--- src/rtl/fpu_add_pkg.sv ---
// rtl/fpu_add_pkg.sv - shared types and helpers for the byte-serial FPU adder
//
// Contents:
//   state_t      controller states {IDLE, RUN, DONE}
//   SLICE_W      width of the shared adder slice in bits
//   slice_count  number of slice passes needed for a given operand width
package fpu_add_pkg;

    typedef enum logic [1:0] {
        IDLE = 2'd0,
        RUN  = 2'd1,
        DONE = 2'd2
    } state_t;

    localparam int SLICE_W = 8;

    function automatic int slice_count(input int width);
        return width / SLICE_W;
    endfunction

endpackage

--- src/rtl/cla8bit.sv ---
// rtl/cla8bit.sv - 8-bit carry-lookahead adder slice
//
// Ports:
//   A, B  in   8-bit addends
//   Ci    in   carry in
//   S     out  8-bit sum
//   Co    out  carry out of bit 7
module CLA8bit (
    input  logic [7:0] A,
    input  logic [7:0] B,
    input  logic       Ci,
    output logic [7:0] S,
    output logic       Co
);

    logic [7:0] g;
    logic [7:0] p;
    logic [8:0] c;

    assign g = A & B;
    assign p = A ^ B;

    // Each carry is the flat lookahead sum-of-products
    // c[i+1] = g[i] | p[i]g[i-1] | ... | p[i..0]Ci, not a ripple chain.
    always_comb begin
        logic acc;
        logic pp;
        c = '0;
        c[0] = Ci;
        for (int i = 0; i < 8; i++) begin
            acc = g[i];
            pp  = p[i];
            for (int j = i - 1; j >= 0; j--) begin
                acc = acc | (pp & g[j]);
                pp  = pp & p[j];
            end
            c[i+1] = acc | (pp & Ci);
        end
    end

    assign S  = p ^ c[7:0];
    assign Co = c[8];

endmodule

--- src/rtl/fpu_add_sequencer.sv ---
// rtl/fpu_add_sequencer.sv - byte-serial WIDTH-bit add/subtract over one shared CLA8 slice
//
// Ports:
//   clk, rst_n          clock (rising edge), asynchronous active-low reset
//   in_valid/in_ready   operand handshake; in_ready high only in IDLE
//   a, b, sub, cin      operands; sub=1 gives a-b (cin ignored), sub=0 gives a+b+cin
//   out_valid/out_ready result handshake; out_valid high only in DONE
//   sum, cout, ovf      registered result, carry out of MSB, signed overflow
//   busy                controller is not in IDLE
module fpu_add_sequencer
    import fpu_add_pkg::*;
#(
    parameter int WIDTH = 32
) (
    input  logic             clk,
    input  logic             rst_n,
    input  logic             in_valid,
    output logic             in_ready,
    input  logic [WIDTH-1:0] a,
    input  logic [WIDTH-1:0] b,
    input  logic             sub,
    input  logic             cin,
    output logic             out_valid,
    input  logic             out_ready,
    output logic [WIDTH-1:0] sum,
    output logic             cout,
    output logic             ovf,
    output logic             busy
);

    localparam int NSLICE = slice_count(WIDTH);
    localparam int KW     = (NSLICE > 1) ? $clog2(NSLICE) : 1;

    generate
        if ((WIDTH % SLICE_W) != 0 || WIDTH < SLICE_W) begin : g_width_check
            $error("fpu_add_sequencer: WIDTH must be a nonzero multiple of 8");
        end
    endgenerate

    state_t           state;
    logic [KW-1:0]    k;
    logic [WIDTH-1:0] a_q;
    logic [WIDTH-1:0] b_q;
    logic             carry_q;

    logic [SLICE_W-1:0] slice_a;
    logic [SLICE_W-1:0] slice_b;
    logic [SLICE_W-1:0] slice_s;
    logic               slice_co;
    logic               last_slice;

    assign slice_a    = a_q[SLICE_W*int'(k) +: SLICE_W];
    assign slice_b    = b_q[SLICE_W*int'(k) +: SLICE_W];
    assign last_slice = (k == KW'(NSLICE - 1));

    CLA8bit u_slice (
        .A  (slice_a),
        .B  (slice_b),
        .Ci (carry_q),
        .S  (slice_s),
        .Co (slice_co)
    );

    // Handshake outputs decode the state register only, so neither in_valid
    // nor out_ready reaches an output combinationally.
    assign in_ready  = (state == IDLE);
    assign out_valid = (state == DONE);
    assign busy      = (state != IDLE);

    always_ff @(posedge clk or negedge rst_n) begin
        if (!rst_n) begin
            state   <= IDLE;
            k       <= '0;
            a_q     <= '0;
            b_q     <= '0;
            carry_q <= 1'b0;
            sum     <= '0;
            cout    <= 1'b0;
            ovf     <= 1'b0;
        end else begin
            case (state)
                IDLE: begin
                    if (in_valid) begin
                        // Subtraction is a + ~b + 1: invert b once here and
                        // seed the carry so the slice only ever adds.
                        a_q     <= a;
                        b_q     <= sub ? ~b : b;
                        carry_q <= sub ? 1'b1 : cin;
                        k       <= '0;
                        state   <= RUN;
                    end
                end
                RUN: begin
                    sum[SLICE_W*int'(k) +: SLICE_W] <= slice_s;
                    carry_q <= slice_co;
                    if (last_slice) begin
                        cout  <= slice_co;
                        ovf   <= (a_q[WIDTH-1] == b_q[WIDTH-1]) &&
                                 (slice_s[SLICE_W-1] != a_q[WIDTH-1]);
                        k     <= '0;
                        state <= DONE;
                    end else begin
                        k <= k + KW'(1);
                    end
                end
                DONE: begin
                    if (out_ready) begin
                        state <= IDLE;
                    end
                end
                default: state <= IDLE;
            endcase
        end
    end

endmodule

--- config.mk ---
export PLATFORM = sky130hd
export DESIGN_NAME = fpu_add_sequencer
export DESIGN_NICKNAME = d
export VERILOG_FILES = /design/src/rtl/fpu_add_pkg.sv /design/src/rtl/cla8bit.sv /design/src/rtl/fpu_add_sequencer.sv
export SDC_FILE = /design/constraint.sdc
export NUM_CORES = 1
export LEC_CHECK = 0
export BUFFER_PORTS_ARGS = -buffer_cell sky130_fd_sc_hd__buf_2
export CAP_MARGIN = 20
export CORE_MARGIN = 2
export CORE_UTILIZATION = 55
export CTS_BUF_LIST = sky130_fd_sc_hd__clkbuf_2
export DETAILED_ROUTE_END_ITERATION = 16
export PLACE_DENSITY = 0.87
export SKIP_CTS_REPAIR_TIMING = 1
export SLEW_MARGIN = 10
export SYNTH_ARGS = -nofsm -noshare
export SYNTH_HDL_FRONTEND = slang
export SYNTH_SLANG_ARGS = --single-unit
--- constraint.sdc ---
create_clock -name clk -period 7.92 [get_ports clk]
set_clock_uncertainty 0.1 [all_clocks]
set_input_delay 1.584 -clock clk [delete_from_list [all_inputs] [get_ports clk]]
set_output_delay 1.584 -clock clk [all_outputs]
set_load 0.01 [all_outputs]
==> results of run 1 <==
[power groups by stage]
stage	Combinational (mW)	Clock, mW	Sequential (mW)
after floorplan	1.10	0	0.883
after global placement	1.41	0	0.906
after detailed placement	1.47	0	0.923
after CTS	1.48	0.254	0.907
after global routing	1.63	0.274	0.931
final	1.47	0.249	0.906
[state kept, by name, summed over array words and instances (netlist names)]
name	cells
a_q	32
b_q	32
carry_q	1
cout	1
k	2
ovf	1
state	2
sum	32
[routing by layer]
| metal | vias to the layer above | share of wire |
|---|---|---|
| met5 | - | 0 |
| met1 | 1693 | 0.43 |
| li1 | 1632 | - |
| met4 | 0 | 0.020 |
| met2 | 119 | 0.49 |
| met3 | 16 | 0.061 |
[worst max-delay path, stage by stage, from the launching register on]
cell      delay, ns
dfrtp_1        0.96
mux4_2         0.43
ha_1           0.34
a211oi_2       0.34
nor3_2         0.13
o311a_4        0.41
or4_1          0.47
a41oi_1        0.22
[through the flow]
step / hold slack [ns] / setup WS (ns) / power [mW]
floorplan: 0.355 / 4.62 / 1.98
global placement: 0.360 / 4.63 / 2.32
detailed placement: 0.367 / 4.53 / 2.39
CTS: 0.417 / 4.50 / 2.64
global route: 0.453 / 4.38 / 2.84
finish: 0.414 / 4.49 / 2.63
[final cells by class]
cell class                 count  area [um^2]  area share
sequential                   103         2580       0.459
clock inverter                 7         70.1      0.0125
tap                          108          135      0.0241
multi-input combinational    269         2200       0.392
clock buffer                   9         45.0     0.00802
inverter                      10         37.5     0.00669
timing repair buffer         108          548      0.0976
[worst max path at each step]
stage               slack (ns)  from   to
global placement          4.63  k[1]  ovf
CTS                       4.50  k[1]  ovf
detailed placement        4.53  k[1]  ovf
floorplan                 4.62  k[0]  ovf
global route              4.38  k[1]  ovf
finish                    4.49  k[1]  ovf
[cell usage in the layout (no fill, tap or decap), types with 2 or more instances in the layout]
cell / n
mux4_2: 16
nor2_1: 41
clkbuf_2: 9
mux2_2: 32
o31ai_1: 2
nand2_1: 19
o21bai_1: 2
buf_4: 3
nand3_1: 2
clkinv_2: 2
o211ai_1: 3
a21oi_1: 35
a211oi_1: 3
or4_1: 2
a22o_1: 25
ha_1: 15
nor2b_1: 2
inv_6: 2
xor2_1: 2
dfrtp_1: 103
nand2b_1: 3
nor3_1: 4
inv_1: 10
buf_2: 105
nor4_1: 2
xnor2_1: 33
o21ai_0: 12
[cell families after synthesis]
kind of cell | after synthesis | synth area share
flip-flops | 103 | 0.527
AO/OA/AOI/OAI | 89 | 0.123
AND/OR/NAND/NOR | 80 | 0.0713
multiplexers | 49 | 0.149
XOR/XNOR | 35 | 0.0626
buffers and inverters | 30 | 0.0245
adder cells (fa/ha/maj) | 16 | 0.0424
==> key figures, run 1 <==
Global routing
  • Antenna violations before repair: 0
  • M1 GR Usage: 0.278
  • GRT met3 Usage: 0.0351
  • Met2 Use GR: 0.354
  • Vias in the first global route: 3413
  • Largest net degree at the start of global routing: 98
  • First-pass GRT wire length: 16300 um
  • GRT overflow: 0
  • Total GRT Usage: 0.211
  • Most Crowded Layer GR: met2

Timing
  • Crit path time final: 3.43 ns
  • # setup viols final: 0
  • Post-route setup TNS: 0 ns
  • RSZ-0062 raised after global routing: false
  • Fin crit share: 0.433
  • Worst slew pin tran: 1.01 ns
  • Slew Limit Fails: 0
  • Slew HR: 0.319
  • Hold Vio Cnt, Final: 0
  • Fmax: slightly below 0.3 GHz

Synthesis
  • Syn_nets: 488
  • Commonest register cell after synthesis: dfrtp_1
  • Syn Area/Cell: around 12 um^2
  • Flops & latches, synth: 103
  • Largest area contributor in the synthesized netlist: dfrtp_1
  • Synth top area share: 0.527
  • Synthesized netlist cell count: ~400
  • Synth cell types: 39
  • Post-Syn Area: between 4000 and 5000 um^2
  • Synth Warn #: 0
  • Most frequent cell after synthesis: dfrtp_1
  • Post-synth top cells: dfrtp_1, nor2_1, a21oi_1
  • Synth area leaders: dfrtp_1, mux2_2, mux4_2
  • EDFF count, synth: 0
  • Sequential-to-total area share from yosys stat: 0.527
  • Post-synth ARST share: 1.00

Power
  • Clk pwr share: 0.095
  • LEAKAGE: 2.60 nW
  • Sw frac: 0.440
  • P per Cell Area: 468 nW/um^2
  • Logic pwr share: 0.560
  • P_sw: 1.16 mW
  • Reg power frac: 0.345
  • Max IR drop VDD: 284 uV
  • Int Pwr: 1.47 mW

Floorplanning
  • Die area: about 9700 um^2
  • Core Area: roughly 8700 um^2
  • # IOs: 107
  • Site row count: 34
  • Die height: 98.3 um
  • Initial core utilization: 0.564
  • Die X: 98.3 um

Route
  • Avg Vias per Cell: about 5.6
  • Total Wirelength: 10000 um
  • DRT Pass-1 Iters: 4
  • Initial DRC count: around 150
  • Residual DRC: 0
  • Routed vias: roughly 3500
  • Routed WL per cell: 16.3 um
  • DRT antenna net count: 0

Worst setup path
  • Kind of critical path: register to register
  • WP data arrival: 3.85 ns
  • CP endpoint kind: register
  • R2R Path Start: k[1]
  • Reg-to-reg slack, setup: 4.49 ns
  • Worst path required time: 8.34 ns
  • Max FO, Critical Path: 21
  • Reg-to-Reg End: ovf
  • CP Launch Type: register
  • R2r worst-path depth: 7

Placement
  • GPL Wtd Cong: 0.884
  • # placed instances: 598
  • HPWL Detailed: 7410 um
  • Area of placed instances: 5500 um^2
  • Port bufs: 106

Clocking
  • CTS HTree Levels: 3
  • Worst-case clock buffer depth: 2
  • CTS clock-pin slew for the worst setup and hold paths: 0.28 ns
  • CTS tree: yes
  • Total CTS buffers: 9
  • Clock root buffer: clkbuf_2
  • Clk Latency, worst-skew pair: 0.58 ns
  • TritonCTS Sinks: around 100

Outcome
  • Outcome: finished clean

Worst hold path
  • Min-delay src: state[1]
  • Worst Hold Depth: 1
  • WHS Endpoint: state[0]
  • Hold Crit Class: register to register

Finish
  • Share of cells above drive strength 1: 0.350
  • # diodes: 0
  • Final net count: between 500 and 600
  • Area grow syn2layout: 14.7%
  • Cell area after layout: 5610 um^2
  • Non-filler instance count after layout: 614
  • Fill cells: 704
  • Final core occ: 0.647

Run
  • Max-cap violations: 0
Note: power is estimated with default switching activity, not from simulation.
==> run 2: changes to the inputs <==
Settings changed: CORE_UTILIZATION 55 to 51, PLACE_DENSITY 0.87 to 0.85.
Clock period 7.92 ns to 2.82 ns, I/O delays scaled along.
==> run 2 against run 1 <==
Compared with the run above:
- the flow now finishes with violations (setup timing)
- clock-buffer cell count unchanged
- first-iteration DRC count fell by 9.3%
- final area increased by 8.6%
- critical endpoint unchanged
- total power rose to 3.5 times the previous value
- largest power group unchanged
- fmax up 17%
==> key figures, run 2 (synthesis gave the netlist of run 1 again) <==
Outcome
  • Outcome: finished, violations left
  • Failing checks: setup timing

Placement
  • Port bufs: 106
  • HPWL Detailed: around 8000 um
  • GPL Wtd Cong: 0.864
  • Area of placed instances: 5820 um^2
  • Post-Place Worst Slack: -0.0692 ns

Finish
  • Most common cell after layout, fill and taps aside: buf_2
  • Most frequent cells in the layout: buf_2, dfrtp_1, nor2_1, a21oi_1
  • # diodes: 0
  • Final net count: 617
  • Area grow syn2layout: 24.5%
  • Biggest regs: a_q x32, b_q x32, sum x32
  • Cell area after layout: 6090 um^2
  • Share of cells above drive strength 1: 0.422
  • Fill cells: 709

Worst hold path
  • Hold Crit Class: input pin to register
  • Worst Hold Depth: 2

Route
  • Residual DRC: 0
  • Routed vias: 3554
  • DRT antenna net count: 0
  • Avg Vias per Cell: 5.34
  • Total Wirelength: 10900 um
  • Initial DRC count: 137
  • Routed WL per cell: 16.4 um
  • DRT Pass-1 Iters: 4

Timing
  • Hold slack final: 0.0392 ns
  • Hold Vio Cnt, Final: 0
  • RSZ-0062 raised after global routing: true
  • Post-route setup TNS: -0.101 ns
  • Fmax: 0.342 GHz
  • Slew Limit Fails: 0
  • Fin crit share: 1.04
  • Worst slew pin tran: about 0.88 ns
  • # setup viols final: 1
  • PnR worst setup slack: -0.101 ns
  • Slew HR: 0.413
  • Crit path time final: 2.92 ns

Global routing
  • Met2 Use GR: 0.388
  • Antenna violations before repair: 0
  • First-pass GRT wire length: between 15000 and 20000 um
  • GRT overflow: 0
  • Largest net degree at the start of global routing: between 70 and 80
  • Most Crowded Layer GR: met2
  • Vias in the first global route: 3624
  • GRT met3 Usage: 0.0315
  • M1 GR Usage: 0.278
  • Total GRT Usage: 0.220

Worst setup path
  • Critical Path, Cell by Cell: buf_12 -> mux4_2 -> ha_4 -> a211o_1 -> o311a_4 -> or4_4 -> a41oi_2
  • CP top delay family: compound AO/OA/AOI/OAI gates
  • CP Launch Type: register
  • Worst path required time: 3.23 ns
  • CP endpoint kind: register
  • R2r worst-path depth: 7
  • Buffers plus inverters on the worst setup path: 1
  • WP data arrival: 3.33 ns
  • Critical Path Max Stage Delay: between 0.5 and 0.6 ns
  • Kind of critical path: register to register
  • Max FO, Critical Path: 7
  • Crit-path slowest cell: mux4_2
  • Critical Path Stages: 7

Run
  • Max-cap violations: 0

Clocking
  • Clock root buffer: clkbuf_2
  • Total CTS buffers: 9
  • TritonCTS Sinks: 103
  • CTS tree: yes
  • CTS clock-pin slew for the worst setup and hold paths: around 0.26 ns
  • Worst-case clock buffer depth: 2
  • Clk Latency, worst-skew pair: about 0.58 ns
  • CTS HTree Levels: 3

Power
  • LEAKAGE: roughly 2.8 nW
  • P_sw: ~4 mW
  • Max IR drop VDD: between 800 and 900 uV
  • Int Pwr: 5.26 mW
  • Logic pwr share: 0.642
  • Sw frac: 0.427
  • P per Cell Area: 1510 nW/um^2
  • Clk pwr share: 0.084
  • Reg power frac: 0.275
  • Power Total: 9.18 mW

Floorplanning
  • Initial core utilization: 0.527
  • # IOs: 107
  • Die area: 10400 um^2
  • Die height: 102 um
  • Site row count: 35
  • Die X: 102 um
  • Core Area: 9280 um^2
==> run 2: path summary, 6_finish.rpt <==
path / from / to / slack (ns)
setup / recovery: k[0] / ovf / -0.10
hold / removal: out_ready / state[1] / 0.04
setup reg to reg: k[0] / ovf / -0.10
hold reg to reg: cout / cout / 0.42
max in group asynchronous: rst_n / carry_q / 1.38
min in group asynchronous: rst_n / sum[10] / 0.51
==> run 2: metrics by stage <==
step	instances	utilization
global placement	647	0.626
detailed placement	647	0.626
finish	665	0.656
floorplan	402	-
global route	665	0.656
CTS	663	0.641
==> run 2: final cells by class <==
class	count	area [um^2]	share of cell area
inverters	10	37.5	0.00616
repair buffers	138	813	0.133
well taps	129	161	0.0265
clock inverters	7	87.6	0.0144
clock buffers	9	45.0	0.00739
multi-input cells	269	2370	0.389
flip-flops and latches	103	2580	0.423
==> run 2: power by group through the flow <==
stage               Clock (mW)  Sequential (mW)  Combinational, mW
finish                   0.767             2.52               5.89
floorplan                    0             2.49               3.31
global route             0.826             2.60               6.39
global placement             0             2.53               4.95
detailed placement           0             2.57               5.11
CTS                      0.774             2.53               5.15
==> run 2: worst reg2reg max path, stage by stage, from the launching register on <==
cell and delay [ns]:
dfrtp_2 0.51, buf_12 0.16, mux4_2 0.53, ha_4 0.26, a211o_1 0.28, o311a_4 0.39
or4_4 0.48, a41oi_2 0.17
==> run 2: routing by layer <==
layer	part of all wire	up-vias
met3	0.048	17
li1	-	1686
met4	0.018	0
met5	0	-
met2	0.52	103
met1	0.42	1748
==> run 3: changes to the inputs <==
Settings changed: PLACE_DENSITY 0.85 to 0.84, RECOVER_POWER set to 50, SYNTH_HIERARCHICAL set to 1.
==> run 3 against run 2 <==
Compared with the run above:
- the run still ends with setup timing left
- clock-buffer cell count unchanged
- setup slack got worse by 0.094 ns
- global-route usage about the same
- synthesized area increased by 6.4%
- first-iteration DRC count increased by 110%
- non-clock buffer count increased by 4
- critical path depth increased by 3
- highest routed layer unchanged
- core utilization decreased by 1.8 points
- cell count increased by 12%
- synthesized cell count increased by 20%
==> key figures, run 3 <==
Timing
  • Post-route setup TNS: -0.940 ns
  • Slew HR: 0.155
  • Fin crit share: 1.07
  • Worst slew pin tran: 1.27 ns
  • Crit path time final: 3.02 ns
  • RSZ-0062 raised after global routing: true
  • Hold slack final: 0.0254 ns
  • Slew Limit Fails: 0
  • Hold Vio Cnt, Final: 0
  • PnR worst setup slack: -0.195 ns
  • Fmax: 0.332 GHz
  • # setup viols final: 9

Global routing
  • Total GRT Usage: 0.220
  • Largest net degree at the start of global routing: 101
  • First-pass GRT wire length: between 15000 and 20000 um
  • Vias in the first global route: 3874
  • Antenna violations before repair: 0
  • GRT overflow: 0

Synthesis
  • Synth cell types: 42
  • EDFF count, synth: 0
  • Commonest register cell after synthesis: dfrtp_1
  • Sequential-to-total area share from yosys stat: 0.495
  • Synth Warn #: 6
  • Flops & latches, synth: 103
  • Syn Area/Cell: 10.8 um^2
  • Synth top area share: 0.495
  • Post-synth top cells: nand2_1, dfrtp_1, xnor2_1
  • Area share of and/or/nand/nor cells after synthesis: 0.165
  • Post-synth ARST share: 1.00
  • Post-Syn Area: 5210 um^2
  • Synthesized netlist cell count: 484
  • Most frequent cell after synthesis: nand2_1
  • Synth area leaders: dfrtp_1, nand2_1, mux4_2
  • Largest area contributor in the synthesized netlist: dfrtp_1
  • Largest family of logic cells by synthesized area: simple AND/OR/NAND/NOR gates
  • Adder-cell share of the synthesized area: 0.0375
  • Syn_nets: roughly 570
  • Mux cell area share after synthesis: 0.0692
  • Post-Synth XOR/XNOR Area: 0.0639
  • Synth Area in Compound Gates: 0.121

Route
  • Total Wirelength: 12400 um
  • Routed WL per cell: 16.6 um
  • Residual DRC: 0
  • Routed vias: ~4000
  • Initial DRC count: 288
  • Avg Vias per Cell: 5.39
  • DRT antenna net count: 0
  • DRT Pass-1 Iters: 5

Outcome
  • Failing checks: setup timing
  • Outcome: finished, violations left

Clocking
  • Worst-case clock buffer depth: 2
  • CTS clock-pin slew for the worst setup and hold paths: roughly 0.29 ns
  • Total CTS buffers: 9
  • CTS HTree Levels: 3
  • CTS tree: yes
  • Clk Latency, worst-skew pair: between 0.6 and 0.7 ns
  • TritonCTS Sinks: 103
  • Clock root buffer: clkbuf_2

Placement
  • Area of placed instances: 5920 um^2
  • # placed instances: between 700 and 800
  • Post-Place Worst Slack: -0.0731 ns
  • GPL Wtd Cong: 0.895
  • HPWL Detailed: 8610 um
  • Port bufs: 106

Power
  • P per Cell Area: 1430 nW/um^2
  • Max IR drop VDD: 863 uV
  • LEAKAGE: 3.12 nW

Worst setup path
  • Kind of critical path: register to register
  • CP Launch Type: register
  • Reg-to-reg slack, setup: -0.20 ns
  • Worst path required time: 3.26 ns
  • Max FO, Critical Path: 5
  • WP data arrival: 3.46 ns
  • CP endpoint kind: register

Finish
  • Cell area after layout: 6300 um^2
  • Most frequent cells in the layout: nand2_1, buf_2, dfrtp_1, xnor2_1, o21ai_2
  • Fill cells: about 770
  • Most common cell after layout, fill and taps aside: nand2_1
  • Flip-flop and latch area: about 2600 um^2
  • # diodes: 0
  • Biggest regs: a_q x32, b_q x32, sum x32
  • Share of cells above drive strength 1: 0.364
  • Area grow syn2layout: 20.9%
  • Final net count: just under 700
  • Multi-input gate area: 2520 um^2
  • Non-filler instance count after layout: 748

Floorplanning
  • Core Area: slightly below 10000 um^2
  • Die height: between 100 and 150 um
  • Site row count: 36
  • Die area: 11000 um^2
  • Initial core utilization: 0.528
  • Die X: 105 um
  • # IOs: 107

Run
  • Max-cap violations: 0

Worst hold path
  • Hold Crit Class: input pin to register
==> run 3: final timing paths <==
path	from	endpoint	cells after the start
worst max-delay path	k[0]	ovf	10
max in group asynchronous	rst_n	b_q[6]	3
min in group asynchronous	rst_n	sum[22]	2
worst min register to register	a_q[15]	a_q[15]	2
worst max register to register	k[0]	ovf	10
worst min-delay path	a[31]	a_q[31]	3
==> run 3: layout make-up <==
class	instances	share of cell area
clock buffer	9	0.00715
clock inverter	7	0.0111
inverter	11	0.00656
multi-input combinational	343	0.400
sequential	103	0.409
tap	133	0.0264
timing repair buffer	142	0.139
==> run 3: stage by stage <==
stage,utilization,power (mW)
CTS,0.612,8.18
detailed placement,0.600,7.48
global route,0.638,9.52
finish,0.638,9.00
floorplan,-,5.73
global placement,0.600,7.21
==> run 3: critical path, stage by stage, from the launching register on <==
cell       delay, ns
dfrtp_2         0.52
buf_12          0.15
mux4_2          0.55
ha_4            0.27
a21oi_4         0.18
o2111ai_2       0.15
a221o_1         0.40
xor2_2          0.19
and3b_1         0.23
a21oi_1         0.14
o21ai_1         0.07
==> run 3: metal layers <==
layer | up-vias | track usage | routed length (um) | share of wire
li1 | 1878 | - | - | -
met1 | 1943 | 0.281 | 5090 | 0.41
met2 | 179 | 0.364 | 6280 | 0.51
met5 | - | 0 | 0 | 0
met3 | 30 | 0.0530 | 757 | 0.061
met4 | 0 | 0.0848 | 278 | 0.022
==> run 3: cell families (layout without fill, tap and decap cells) <==
| kind of cell | count (synthesis) | after routing |
|---|---|---|
| and+or+nand+nor | 191 | 191 |
| buffers and inverters | 38 | 169 |
| xor gates and xnor gates | 38 | 38 |
| AOI/OAI and AO/OA | 83 | 83 |
| muxes | 16 | 16 |
| DFF | 103 | 103 |
| adders and majority gates | 15 | 15 |
==> run 3: power breakdown <==
part	total [mW]	switching [mW]	internal (mW)
Combinational	5.68	3.02	2.65
Clock	0.717	0.510	0.208
Sequential	2.60	0.476	2.13
Total	9.00	4.01	4.98
